--- src/rtl/display_pkg.sv ---
// Shared glyph table and output polarity helper for the display scan block.
package display_pkg;

  // Active-high segment patterns, bit 6 = a down to bit 0 = g.
  localparam logic [6:0] GLYPH_TBL [16] = '{
    7'b1111110,  // 0
    7'b0110000,  // 1
    7'b1101101,  // 2
    7'b1111001,  // 3
    7'b0110011,  // 4
    7'b1011011,  // 5
    7'b1011111,  // 6
    7'b1110000,  // 7
    7'b1111111,  // 8
    7'b1111011,  // 9
    7'b1110111,  // A
    7'b1110110,  // N
    7'b1001110,  // C
    7'b0111101,  // d
    7'b1001111,  // E
    7'b1000111   // F
  };

  // Maps an active-high vector (up to 8 bits) to pin polarity.
  function automatic logic [7:0] pol8(input logic [7:0] v, input bit inv);
    return inv ? ~v : v;
  endfunction

endpackage

--- src/rtl/hex7_decode.sv ---
// Combinational 4-bit code to active-high 7-segment glyph (bit 6 = a).
module hex7_decode
  import display_pkg::*;
(
  input  logic [3:0] bcd,
  output logic [6:0] seg
);

  // Plain table lookup.
  always_comb seg = GLYPH_TBL[bcd];

endmodule

--- src/rtl/display_scan_ctrl.sv ---
// Multiplexed 7-segment scanner: shadowed digit data, per-slot anti-ghost
// blanking, leading-zero suppression and per-digit blink.
module display_scan_ctrl
  import display_pkg::*;
#(
  parameter int N_DIGITS       = 4,
  parameter int REFRESH_DIV    = 50000,
  parameter int BLANK_CYCLES   = 2,
  parameter int BLINK_FRAMES   = 64,
  parameter bit SEG_ACTIVE_LOW = 1'b1,
  parameter bit AN_ACTIVE_LOW  = 1'b1
) (
  input  logic                  clk,
  input  logic                  rst_n,
  input  logic [4*N_DIGITS-1:0] in_bcd,
  input  logic [N_DIGITS-1:0]   dp_in,
  input  logic [N_DIGITS-1:0]   blink_en,
  input  logic                  blank_lz,
  input  logic                  load,
  output logic [0:6]            seg,
  output logic                  dp,
  output logic [N_DIGITS-1:0]   an,
  output logic                  frame_done
);

  localparam int PW = $clog2(REFRESH_DIV);
  localparam int IW = $clog2(N_DIGITS);
  localparam int FW = (BLINK_FRAMES > 1) ? $clog2(BLINK_FRAMES) : 1;

  logic [PW-1:0]               pcnt;
  logic [IW-1:0]               idx;
  logic [FW-1:0]               fcnt;
  logic                        bph;
  logic [N_DIGITS-1:0][3:0]    sh_bcd;
  logic [N_DIGITS-1:0]         sh_dp;
  logic [N_DIGITS-1:0]         sh_blink;
  logic                        slot_end;
  logic                        wrap;

  assign slot_end = (pcnt == PW'(REFRESH_DIV - 1));
  assign wrap     = slot_end && (idx == IW'(N_DIGITS - 1));

  // Shadow capture; load is honoured any cycle, not only at slot boundaries.
  always_ff @(posedge clk or negedge rst_n) begin
    if (!rst_n) begin
      sh_bcd   <= '0;
      sh_dp    <= '0;
      sh_blink <= '0;
    end else if (load) begin
      sh_bcd   <= in_bcd;
      sh_dp    <= dp_in;
      sh_blink <= blink_en;
    end
  end

  // Slot prescaler, digit index and end-of-frame pulse.
  always_ff @(posedge clk or negedge rst_n) begin
    if (!rst_n) begin
      pcnt       <= '0;
      idx        <= '0;
      frame_done <= 1'b0;
    end else begin
      pcnt       <= slot_end ? '0 : pcnt + 1'b1;
      frame_done <= wrap;
      if (slot_end) idx <= wrap ? '0 : idx + 1'b1;
    end
  end

  // Frame counter; blink phase flips every BLINK_FRAMES frames, starting lit.
  always_ff @(posedge clk or negedge rst_n) begin
    if (!rst_n) begin
      fcnt <= '0;
      bph  <= 1'b1;
    end else if (wrap) begin
      if (fcnt == FW'(BLINK_FRAMES - 1)) begin
        fcnt <= '0;
        bph  <= ~bph;
      end else begin
        fcnt <= fcnt + 1'b1;
      end
    end
  end

  // Per-digit glyph and dark decision; lz[k] means digits N-1..k are all zero.
  logic [N_DIGITS-1:0][6:0] glyph;
  logic [N_DIGITS-1:0][6:0] lit_seg;
  logic [N_DIGITS-1:0]      lit_dp;
  logic [N_DIGITS-1:0]      lz;
  logic [N_DIGITS-1:0]      dark;

  for (genvar k = 0; k < N_DIGITS; k++) begin : g_dig
    hex7_decode u_dec (.bcd(sh_bcd[k]), .seg(glyph[k]));

    if (k == N_DIGITS - 1) begin : g_top
      assign lz[k] = (sh_bcd[k] == 4'd0);
    end else begin : g_low
      assign lz[k] = lz[k+1] && (sh_bcd[k] == 4'd0);
    end

    if (k == 0) begin : g_d0
      assign dark[k] = sh_blink[k] && !bph;
    end else begin : g_dn
      assign dark[k] = (blank_lz && lz[k]) || (sh_blink[k] && !bph);
    end

    assign lit_seg[k] = dark[k] ? 7'd0 : glyph[k];
    assign lit_dp[k]  = !dark[k] && sh_dp[k];
  end

  logic [N_DIGITS-1:0] onehot;
  assign onehot = N_DIGITS'(1) << idx;

  // Output registers; polarity is applied only here.
  always_ff @(posedge clk or negedge rst_n) begin
    if (!rst_n) begin
      an  <= N_DIGITS'(pol8(8'd0, AN_ACTIVE_LOW));
      seg <= 7'(pol8(8'd0, SEG_ACTIVE_LOW));
      dp  <= SEG_ACTIVE_LOW;
    end else begin
      an  <= (pcnt < PW'(BLANK_CYCLES)) ? N_DIGITS'(pol8(8'd0, AN_ACTIVE_LOW))
                                        : N_DIGITS'(pol8(8'(onehot), AN_ACTIVE_LOW));
      seg <= 7'(pol8(8'(lit_seg[idx]), SEG_ACTIVE_LOW));
      dp  <= lit_dp[idx] ^ SEG_ACTIVE_LOW;
    end
  end

endmodule

--- config.mk ---
export PLATFORM = sky130hd
export DESIGN_NAME = display_scan_ctrl
export DESIGN_NICKNAME = d
export VERILOG_FILES = /design/src/rtl/display_pkg.sv /design/src/rtl/hex7_decode.sv /design/src/rtl/display_scan_ctrl.sv
export SDC_FILE = /design/constraint.sdc
export NUM_CORES = 1
export LEC_CHECK = 0
export CAP_MARGIN = 20
export CORE_AREA = 2 2 84 86
export DETAILED_ROUTE_END_ITERATION = 16
export DIE_AREA = 0 0 86 88
export PLACE_DENSITY_LB_ADDON = 0.08
export SLEW_MARGIN = 20
export SYNTH_ARGS = -nofsm -noshare
export SYNTH_HDL_FRONTEND = slang
export SYNTH_SLANG_ARGS = --single-unit
export TNS_END_PERCENT = 30
--- constraint.sdc ---
create_clock -name clk -period 2.62 [get_ports clk]
set_input_delay 0.524 -clock clk [delete_from_list [all_inputs] [get_ports clk]]
set_output_delay 0.524 -clock clk [all_outputs]
set_load 0.03 [all_outputs]
* Word level (Yosys, flattened, before mapping) *
Memories as Yosys holds them, arrays and structs flattened.
Cells that the tools add are included.

cells by class
  add/subtract/negate cells = 3
  order comparisons = 6
  equality and inequality tests = 3
  shifts and indexed selects = 1
  muxes and demuxes = 20
  bitwise gates (word level) = 8
  reductions and logical operators = 26

operators by type and width
  cell                     number
  $mux W7                  13
  $ge A5 B5 Y1 const B     4
  $not A4 Y5               4
  $add A16 B1 Y16 const B  1
  $eq A16 B16 Y1 const B   1
  $lt A16 B2 Y1 const B    1
  $mux W16                 1
  $bmux W7 S2              1
  $logic_and A1 B1 Y1      14
  $logic_not A4 Y1         3
  $not A7 Y7               1
  $add A6 B1 Y6 const B    1
  $eq A6 B6 Y1 const B     1
  $mux W6                  1
  $logic_not A1 Y1         5
  $mux W4                  1
  $not A4 Y4               1
  $shl A1 B2 Y4 const A    1
  $logic_or A1 B1 Y1       3
  $lt A2 B3 Y1 const B     1
  $add A2 B1 Y2 const B    1
  $bmux W1 S2              1
  $eq A2 B2 Y1 const B     1
  $mux W2                  1
  other kinds (3)          4

word-level totals
  register bits = 62
  ROM bits = 448
  bits of input ports = 28
  output and inout port bits = 13
  logic and storage cells = 85
  memories kept = 4

memory list
  name              words  bits a word  rd ports  clocked after memory_dff  wr ports  RTL line           RTL
  (name not given)  16     7            1         0                         0         hex7_decode.sv:10  always_comb seg = GLYPH_TBL[bcd];
  (name not given)  16     7            1         0                         0         hex7_decode.sv:10
  (name not given)  16     7            1         0                         0         hex7_decode.sv:10
  (name not given)  16     7            1         0                         0         hex7_decode.sv:10

* Longest topological paths before layout *
Gate-level depths: netlist (run 1).

  depth in word-level cells = 10
  depth in mapped cells = 8
  mapped depth without buffers = 7

* Modules after synthesis *
Synthesis (run 1) repeated with hierarchy kept, for this count alone.

second synthesis, totals
  cell total of the unflattened synthesis = 369
  area, all modules = 3761.1 um^2

by module, submodules not included
  module             instances  cells an instance  area each (um^2)  seq. area each (um^2)
  display_scan_ctrl  1          225                2780.2            1567.8
  hex7_decode        4          36                 245.2             0.0

* Worst setup path before layout (run 1) *
No wires, ideal clock.

  path type = register to register
  start point = register pcnt[11]
  end point = register fcnt[5]
  setup time = 0.066 ns
  arrival = 1.881 ns
  data required time = 2.554 ns
  path slack = 0.674 ns
  cell stages (with the launch flop) = 6
  path buffers = 0
  clock period less this slack = 1.946 ns
  path through = dfrtp_1 > or4_4 > nor4_4 > nand3_4 > or4_1 > nand2_1

on the way
  word-level cells in the longest chain between the ends = 2

RTL lines
  what                    RTL line                 RTL
  start, declared         display_scan_ctrl.sv:30  logic [PW-1:0] pcnt;
  start signal, assigned  display_scan_ctrl.sv:63  pcnt <= slot_end ? '0 : pcnt + 1'b1;
  $eq A16 B16 Y1          display_scan_ctrl.sv:40  assign slot_end = (pcnt == PW'(REFRESH_DIV - 1));
  $logic_and A1 B1 Y1     display_scan_ctrl.sv:41  assign wrap = slot_end && (idx == IW'(N_DIGITS - 1));
  end signal, assigned    display_scan_ctrl.sv:79  fcnt <= fcnt + 1'b1;
  end, declared           display_scan_ctrl.sv:32  logic [FW-1:0] fcnt;

Every way passes these cells.
A chain may end at the register's enable or synchronous reset.

* Final worst setup path (run 1) *
  start point = register sh_bcd[13] (netlist name)
  end point = register seg[4] (netlist name)

on the way
  word-level cells in the longest chain between the ends = 9
  elaborated cells on any way between the ends = 19
  classes of those cells = mux (7); bitwise (2); reduce/logical (9); memory (1)

RTL lines
  what                                                    RTL line                  RTL
  start, declared                                         display_scan_ctrl.sv:34   logic [N_DIGITS-1:0][3:0] sh_bcd;
  start signal, assigned                                  display_scan_ctrl.sv:50   sh_bcd <= in_bcd;
  branches (longest 6 deep; another with $mem_v2 Z16 W7)  -
  $bmux W7 S2 *                                           display_scan_ctrl.sv:122  seg <= 7'(pol8(8'(lit_seg[idx]), SEG_ACTIVE_LOW));
  $mux W7 (implied by the code) *                         display_scan_ctrl.sv:122
  $not A7 Y7 *                                            display_pkg.sv:26         return inv ? ~v : v;
  end signal, assigned                                    display_scan_ctrl.sv:117  seg <= 7'(pol8(8'd0, SEG_ACTIVE_LOW));
  end signal, assigned                                    display_scan_ctrl.sv:122
  end, declared                                           display_scan_ctrl.sv:20   output logic [0:6] seg,

Every way passes the cells marked *. The select of a mux whose other input is x is not followed.

==> results.yml, run 1 <==
outcome:
  status: "completed"
synthesis:
  yosysWarnings: 0
  synth_nets: 431
  synth-edff-count: 0
  synth.avg_cell_area_sq_um: 9.60
  yosysTopAreaCell: "dfrtp_1"
  dominantRegCellSynth: "dfrtp_1"
  ys_seq_elements: 62
  synth_area_leaders: "dfrtp_1 34%, dfstp_2 9.4%, ha_1 9.0%, mux2_2 5.0%, nand2_1 4.6%"
  synth_top_area_share: 0.339
  async_reset_ff_frac: 1.00
  yosysSeqAreaShare: 0.433
  netlist_area_sq_um: 3620
  syn-instance-count: 377
  synth.distinct_cells: 51
clocking:
  hold_buffers: 0
  clkLatencyLatePin_ns: 0.34
  cts_root_buffer: "clkbuf_8"
  clkTransAtPathRegs_ns: 0.07
  ctsResizeCount: 0
  cts_buffer_depth: 2
  cts.sink_count: 62
  cts_tree: "done"
  cts_setup_buffers: 0
  cts_buffers: 9
  htreeDepth: 3
worst_setup_path:
  crit_chain: "inv_1 > ha_1 > nor4bb_1 > buf_4 > a41oi_1 > a221oi_1 > a31o_2"
  rr_worst_depth: 7
  worstPathArrival_ns: 2.45
  r2r_start: "sh_bcd[13]$_DFFE_PN0P_"
  required_ns: 2.90
  critPathMaxFanout: 9
  critical-path-top-delay-family: "compound AO/OA/AOI/OAI gates"
  crit_buf_inv: 2
  reg2reg_to: "seg[4]$_DFF_PN1_"
  r2r_slack_ns: 0.44
  max_stage_delay_ns: 0.57
  worst_path_max_delay_cell: "a41oi_1"
  critPathLaunchType: "flip-flop"
  end_kind: "flip-flop"
  critPathKind: "reg2reg"
timing:
  clock_skew_ns: 0.00872
  period_share: 0.831
  whs_ns: 0.344
  rsz0062_at_grt: "no"
  hold_violations: 0
  slew-limit-headroom: 0.496
  fin_setup_tns_ns: 0
  worstMarginPinSlew_ns: 0.756
  worst_slack_ns: 0.443
  fin_crit_ns: 2.18
  fmax_mhz: 459
  setup_viol: 0
  slew_viol_final: 0
power_and_ir_drop:
  internal_power_mw: 1.66
  cellPowerDensity_nw_per_um2: 546
  clkPwrFrac: 0.362
  power_switching_mw: 0.680
  seqPwrFrac: 0.465
  p_sw_frac: 0.291
  p_leak_nw: 1.81
  vdd_drop_max_mv: 0.351
  power_mw: 2.34
  combPwrFrac: 0.173
place:
  io_buffer_count: 40
  dp_slack_ns: 0.234
  dp_hpwl_um: 5250
  placed_cells: 485
  gp_congestion: 0.844
layout:
  area_growth_pct: 18.2
  drive_gt1_frac: 0.143
  layout_common_cells: "49 x dfrtp_1, 44 x nand2_1, 39 x clkdlybuf4s50_1"
  nNetsFinal: 470
  diodes: 0
  fill_cells: 550
  final_common_cell: "dfrtp_1"
  fin_cells: 501
grt:
  grt_max_degree: 63
  grt_pass1_vias: 2705
  track_usage: 0.211
  antenna_found_initial: 0
  grt_pass1_wl_um: 12600
  grt_overflow_total: 0
detailed_routing:
  drt_iter0_drc: 233
  num_vias: 2831
  wirelength_um: 7400
  drt.antenna.violating_nets: 0
  wl_per_cell_um: 14.8
  drc: 0
  viasPerCell: 5.65
  first_pass_iters: 4
floorplanning:
  die_area_sq_um: 7570
  fp.dieH_um: 88
  die_width_um: 86
  start_util: 0.545
  core-area_sq_um: 6640
  top_level_ports: 41
  rows: 30
run:
  drv_cap: 0
hold_path:
  hold_class: "in2async"
==> state kept, by name (all words and copies together) (netlist names) <==
register / cells
sh_blink: 4
dp: 1
an: 4
idx: 2
sh_bcd: 16
seg: 7
bph: 1
pcnt: 16
sh_dp: 4
frame_done: 1
fcnt: 6
==> power groups by stage <==
stage               clock network [mW]  logic (mW)  registers, mW
floorplan                            0       0.247           1.11
global placement                     0       0.398           1.10
detailed placement                   0       0.403           1.10
CTS                              0.865       0.406           1.09
global route                     0.909       0.448           1.10
finish                           0.844       0.404           1.09
==> worst max-delay path by stage <==
| stage | startpoint | endpoint | slack, ns | cells after the start |
|---|---|---|---|---|
| 3_3_place_gp | blank_lz | dp$_DFF_PN1_ | 0.20 | 6 |
| 6_report | sh_bcd[13]$_DFFE_PN0P_ | seg[4]$_DFF_PN1_ | 0.44 | 7 |
| 4_1_cts | sh_bcd[13]$_DFFE_PN0P_ | seg[2]$_DFF_PN1_ | 0.45 | 7 |
| 5_1_grt | sh_bcd[13]$_DFFE_PN0P_ | seg[2]$_DFF_PN1_ | 0.27 | 7 |
| 2_1_floorplan | pcnt[11]$_DFF_PN0_ | fcnt[5]$_DFFE_PN0P_ | 0.67 | 5 |
| 3_5_place_dp | blank_lz | seg[2]$_DFF_PN1_ | 0.23 | 6 |
==> cells by family (layout without fill, tap and decap cells) <==
kind of cell,count (synthesis),in the layout,synth area share
compound gates,92,92,0.166
xor+xnor,16,16,0.0387
fa+ha+maj,26,26,0.0899
buf+inv,39,83,0.0408
flops,62,62,0.433
mux,20,20,0.0643
simple gates,122,122,0.167
==> metrics by stage <==
step           instance area [sq um]  utilization
4_1_cts                         4280        0.644
3_3_place_gp                    4080        0.614
6_report                        4280        0.644
5_1_grt                         4280        0.644
2_1_floorplan                   3620            -
3_5_place_dp                    4080        0.614
==> final cells by class <==
class	instances	area, sq um	area share
Sequential cell	62	1570	0.366
Clock inverter	7	75.1	0.0175
Clock buffer	9	124	0.0289
Multi-Input combinational cell	276	1900	0.445
Inverter	24	90.1	0.0211
Timing Repair Buffer	43	418	0.0977
Tap cell	80	100	0.0234
==> Yosys cell counts, drive strengths merged (6+ instances only) <==
cell type / n
o31ai: 6
nand3: 13
clkbuf: 11
ha: 26
o21ai: 29
nor3: 6
dfstp: 13
nor2: 28
mux2: 16
nand2: 44
a21oi: 18
dfrtp: 49
o211ai: 6
nor2b: 7
xnor2: 11
inv: 24
==> worst reg2reg max path: stages (launching register included) <==
cell	delay [ns]
dfrtp_1	0.42
inv_1	0.11
ha_1	0.22
nor4bb_1	0.14
buf_4	0.19
a41oi_1	0.57
a221oi_1	0.21
a31o_2	0.25
==> metal layers <==
layer | routed length (um) | track usage | share of wire | vias to the layer above
li1 | - | - | - | 1405
met1 | 3420 | 0.285 | 0.46 | 1346
met2 | 3530 | 0.330 | 0.48 | 64
met3 | 310 | 0.0528 | 0.042 | 16
met4 | 137 | 0.0808 | 0.019 | 0
met5 | 0 | 0 | 0 | -
(Power assumes the default switching activity.)
==> run 2, diff against run 1 <==
Clock period 2.62 ns to 2.2 ns, I/O delays scaled along.
==> run 2 against run 1 <==
  * Non-clock buffer count is 8 higher
  * Via count is 0.18% higher
  * Hold slack worse by 0.30 ns
  * Wire length is 2.2% higher
  * First-iteration DRC count is 4.3% lower
  * Final cell count is 1.6% higher
  * Power is 17% higher
  * Largest cell class unchanged
  * Highest routed layer unchanged
==> results.yml, run 2 (synthesis gave the netlist of run 1 again) <==
place:
  gp_congestion: 0.864
  dp_slack_ns: -0.107
  dp_hpwl_um: 5490
  io_buffer_count: 40
power_and_ir_drop:
  cellPowerDensity_nw_per_um2: 625
  seqPwrFrac: 0.468
  vdd_drop_max_mv: 0.391
  p_leak_nw: 1.86
  p_sw_frac: 0.295
  combPwrFrac: 0.192
  power_switching_mw: 0.807
  clkPwrFrac: 0.341
  internal_power_mw: 1.93
  power_mw: 2.74
floorplanning:
  start_util: 0.545
  core-area_sq_um: 6640
  die_area_sq_um: 7570
  top_level_ports: 41
  fp.dieH_um: 88
  rows: 30
  die_width_um: 86
clocking:
  htreeDepth: 3
  cts_tree: "done"
  clkLatencyLatePin_ns: 0.34
  hold_buffers: 0
  cts_root_buffer: "clkbuf_8"
  cts.sink_count: 62
  cts_buffer_depth: 2
  clkTransAtPathRegs_ns: 0.07
  cts_buffers: 9
  cts_setup_buffers: 0
worst_setup_path:
  crit_buf_inv: 0
  crit_chain: "or4_4 > nor4_4 > nand3_4 > or4_1 > nand2_1"
  critical-path-top-delay-family: "simple AND/OR/NAND/NOR gates"
  cp.depth: 5
  worst_path_max_delay_cell: "or4_4"
  max_stage_delay_ns: 0.56
  end_kind: "flip-flop"
  critPathKind: "reg2reg"
  critPathLaunchType: "flip-flop"
  worstPathArrival_ns: 2.32
  critPathMaxFanout: 5
  rr_worst_depth: 5
  required_ns: 2.48
timing:
  fin_crit_ns: 2.04
  slew-limit-headroom: 0.674
  worst_slack_ns: 0.156
  whs_ns: 0.0443
  period_share: 0.929
  worstMarginPinSlew_ns: 0.484
  clock_skew_ns: 0.00973
  rsz0062_at_grt: "no"
  fin_setup_tns_ns: 0
  setup_viol: 0
  slew_viol_final: 0
  hold_violations: 0
  fmax_mhz: 489
detailed_routing:
  drc: 0
  first_pass_iters: 4
  wl_met1_um: 3550
  viasPerCell: 5.57
  wl_per_cell_um: 14.8
  drt_iter0_drc: 223
  met2WireLength_um: 3570
  wl_met3_um: 316
  top_layer: "met4"
  num_vias: 2836
  drt.antenna.violating_nets: 0
  wirelength_um: 7560
layout:
  drive_gt1_frac: 0.166
  layout_common_cells: "49 x dfrtp_1, 44 x nand2_1, 39 x clkdlybuf4s50_1"
  diodes: 0
  reg_top3: "pcnt (16), sh_bcd (16), seg (7)"
  fill_cells: 568
  final_common_cell: "dfrtp_1"
  nNetsFinal: 478
  final_core_util: 0.660
  area_growth_pct: 21.1
outcome:
  status: "completed"
grt:
  grt_overflow_total: 0
  grt_pass1_vias: 2740
  track_usage: 0.221
  grt_pass1_wl_um: 13000
  antenna_found_initial: 0
  grt_max_degree: 45
hold_path:
  hold_class: "in2async"
run:
  drv_cap: 0
[run 2: power by group through the flow]
stage                     Combinational (mW)  Clock (mW)  Sequential [mW]
after global placement                 0.510           0             1.30
after detailed placement               0.518           0             1.30
after floorplan                        0.294           0             1.32
final                                  0.525       0.933             1.28
after global routing                   0.579        1.01             1.29
after CTS                              0.522       0.958             1.28
[run 2: final cells by class]
type	count	area [sq um]	share of cell area
Tap cell	80	100	0.0228
Multi-Input combinational cell	276	1940	0.442
Inverter	24	90.1	0.0206
Clock inverter	5	33.8	0.00771
Clock buffer	11	151	0.0346
Timing Repair Buffer	51	503	0.115
Sequential cell	62	1570	0.358
[run 2: repair_timing]
action,4_1_cts,5_1_grt
gates resized for setup,0,4
endpoints found under the hold margin,0,0
endpoints found under the setup margin,0,8
[run 2: stage by stage]
stage	instance area [sq um]	std cells
after global placement	4170	493
after detailed placement	4170	493
after floorplan	3620	377
final	4380	509
after CTS	4350	509
after global routing	4380	509
[run 2: worst paths after layout]
check | start | end | slack, ns
setup / recovery | pcnt[11]$_DFF_PN0_ | fcnt[5]$_DFFE_PN0P_ | 0.16
hold / removal | rst_n | sh_bcd[3]$_DFFE_PN0P_ | 0.04
setup reg to reg | pcnt[11]$_DFF_PN0_ | fcnt[5]$_DFFE_PN0P_ | 0.16
hold reg to reg | pcnt[0]$_DFF_PN0_ | pcnt[0]$_DFF_PN0_ | 0.48
max in group asynchronous | rst_n | bph$_DFFE_PN1P_ | 1.51
min in group clk | pcnt[0]$_DFF_PN0_ | pcnt[0]$_DFF_PN0_ | 0.48
[run 2: worst register-to-register path, stage by stage (launching register included)]
cell and delay, ns:
dfrtp_1 0.43, or4_4 0.56, nor4_4 0.26, nand3_4 0.15, or4_1 0.51, nand2_1 0.07
[run 2: layer usage]
layer / up-vias / global-route usage
met5: - / 0
met3: 10 / 0.0613
met2: 65 / 0.354
met1: 1328 / 0.291
met4: 0 / 0.0722
li1: 1433 / -
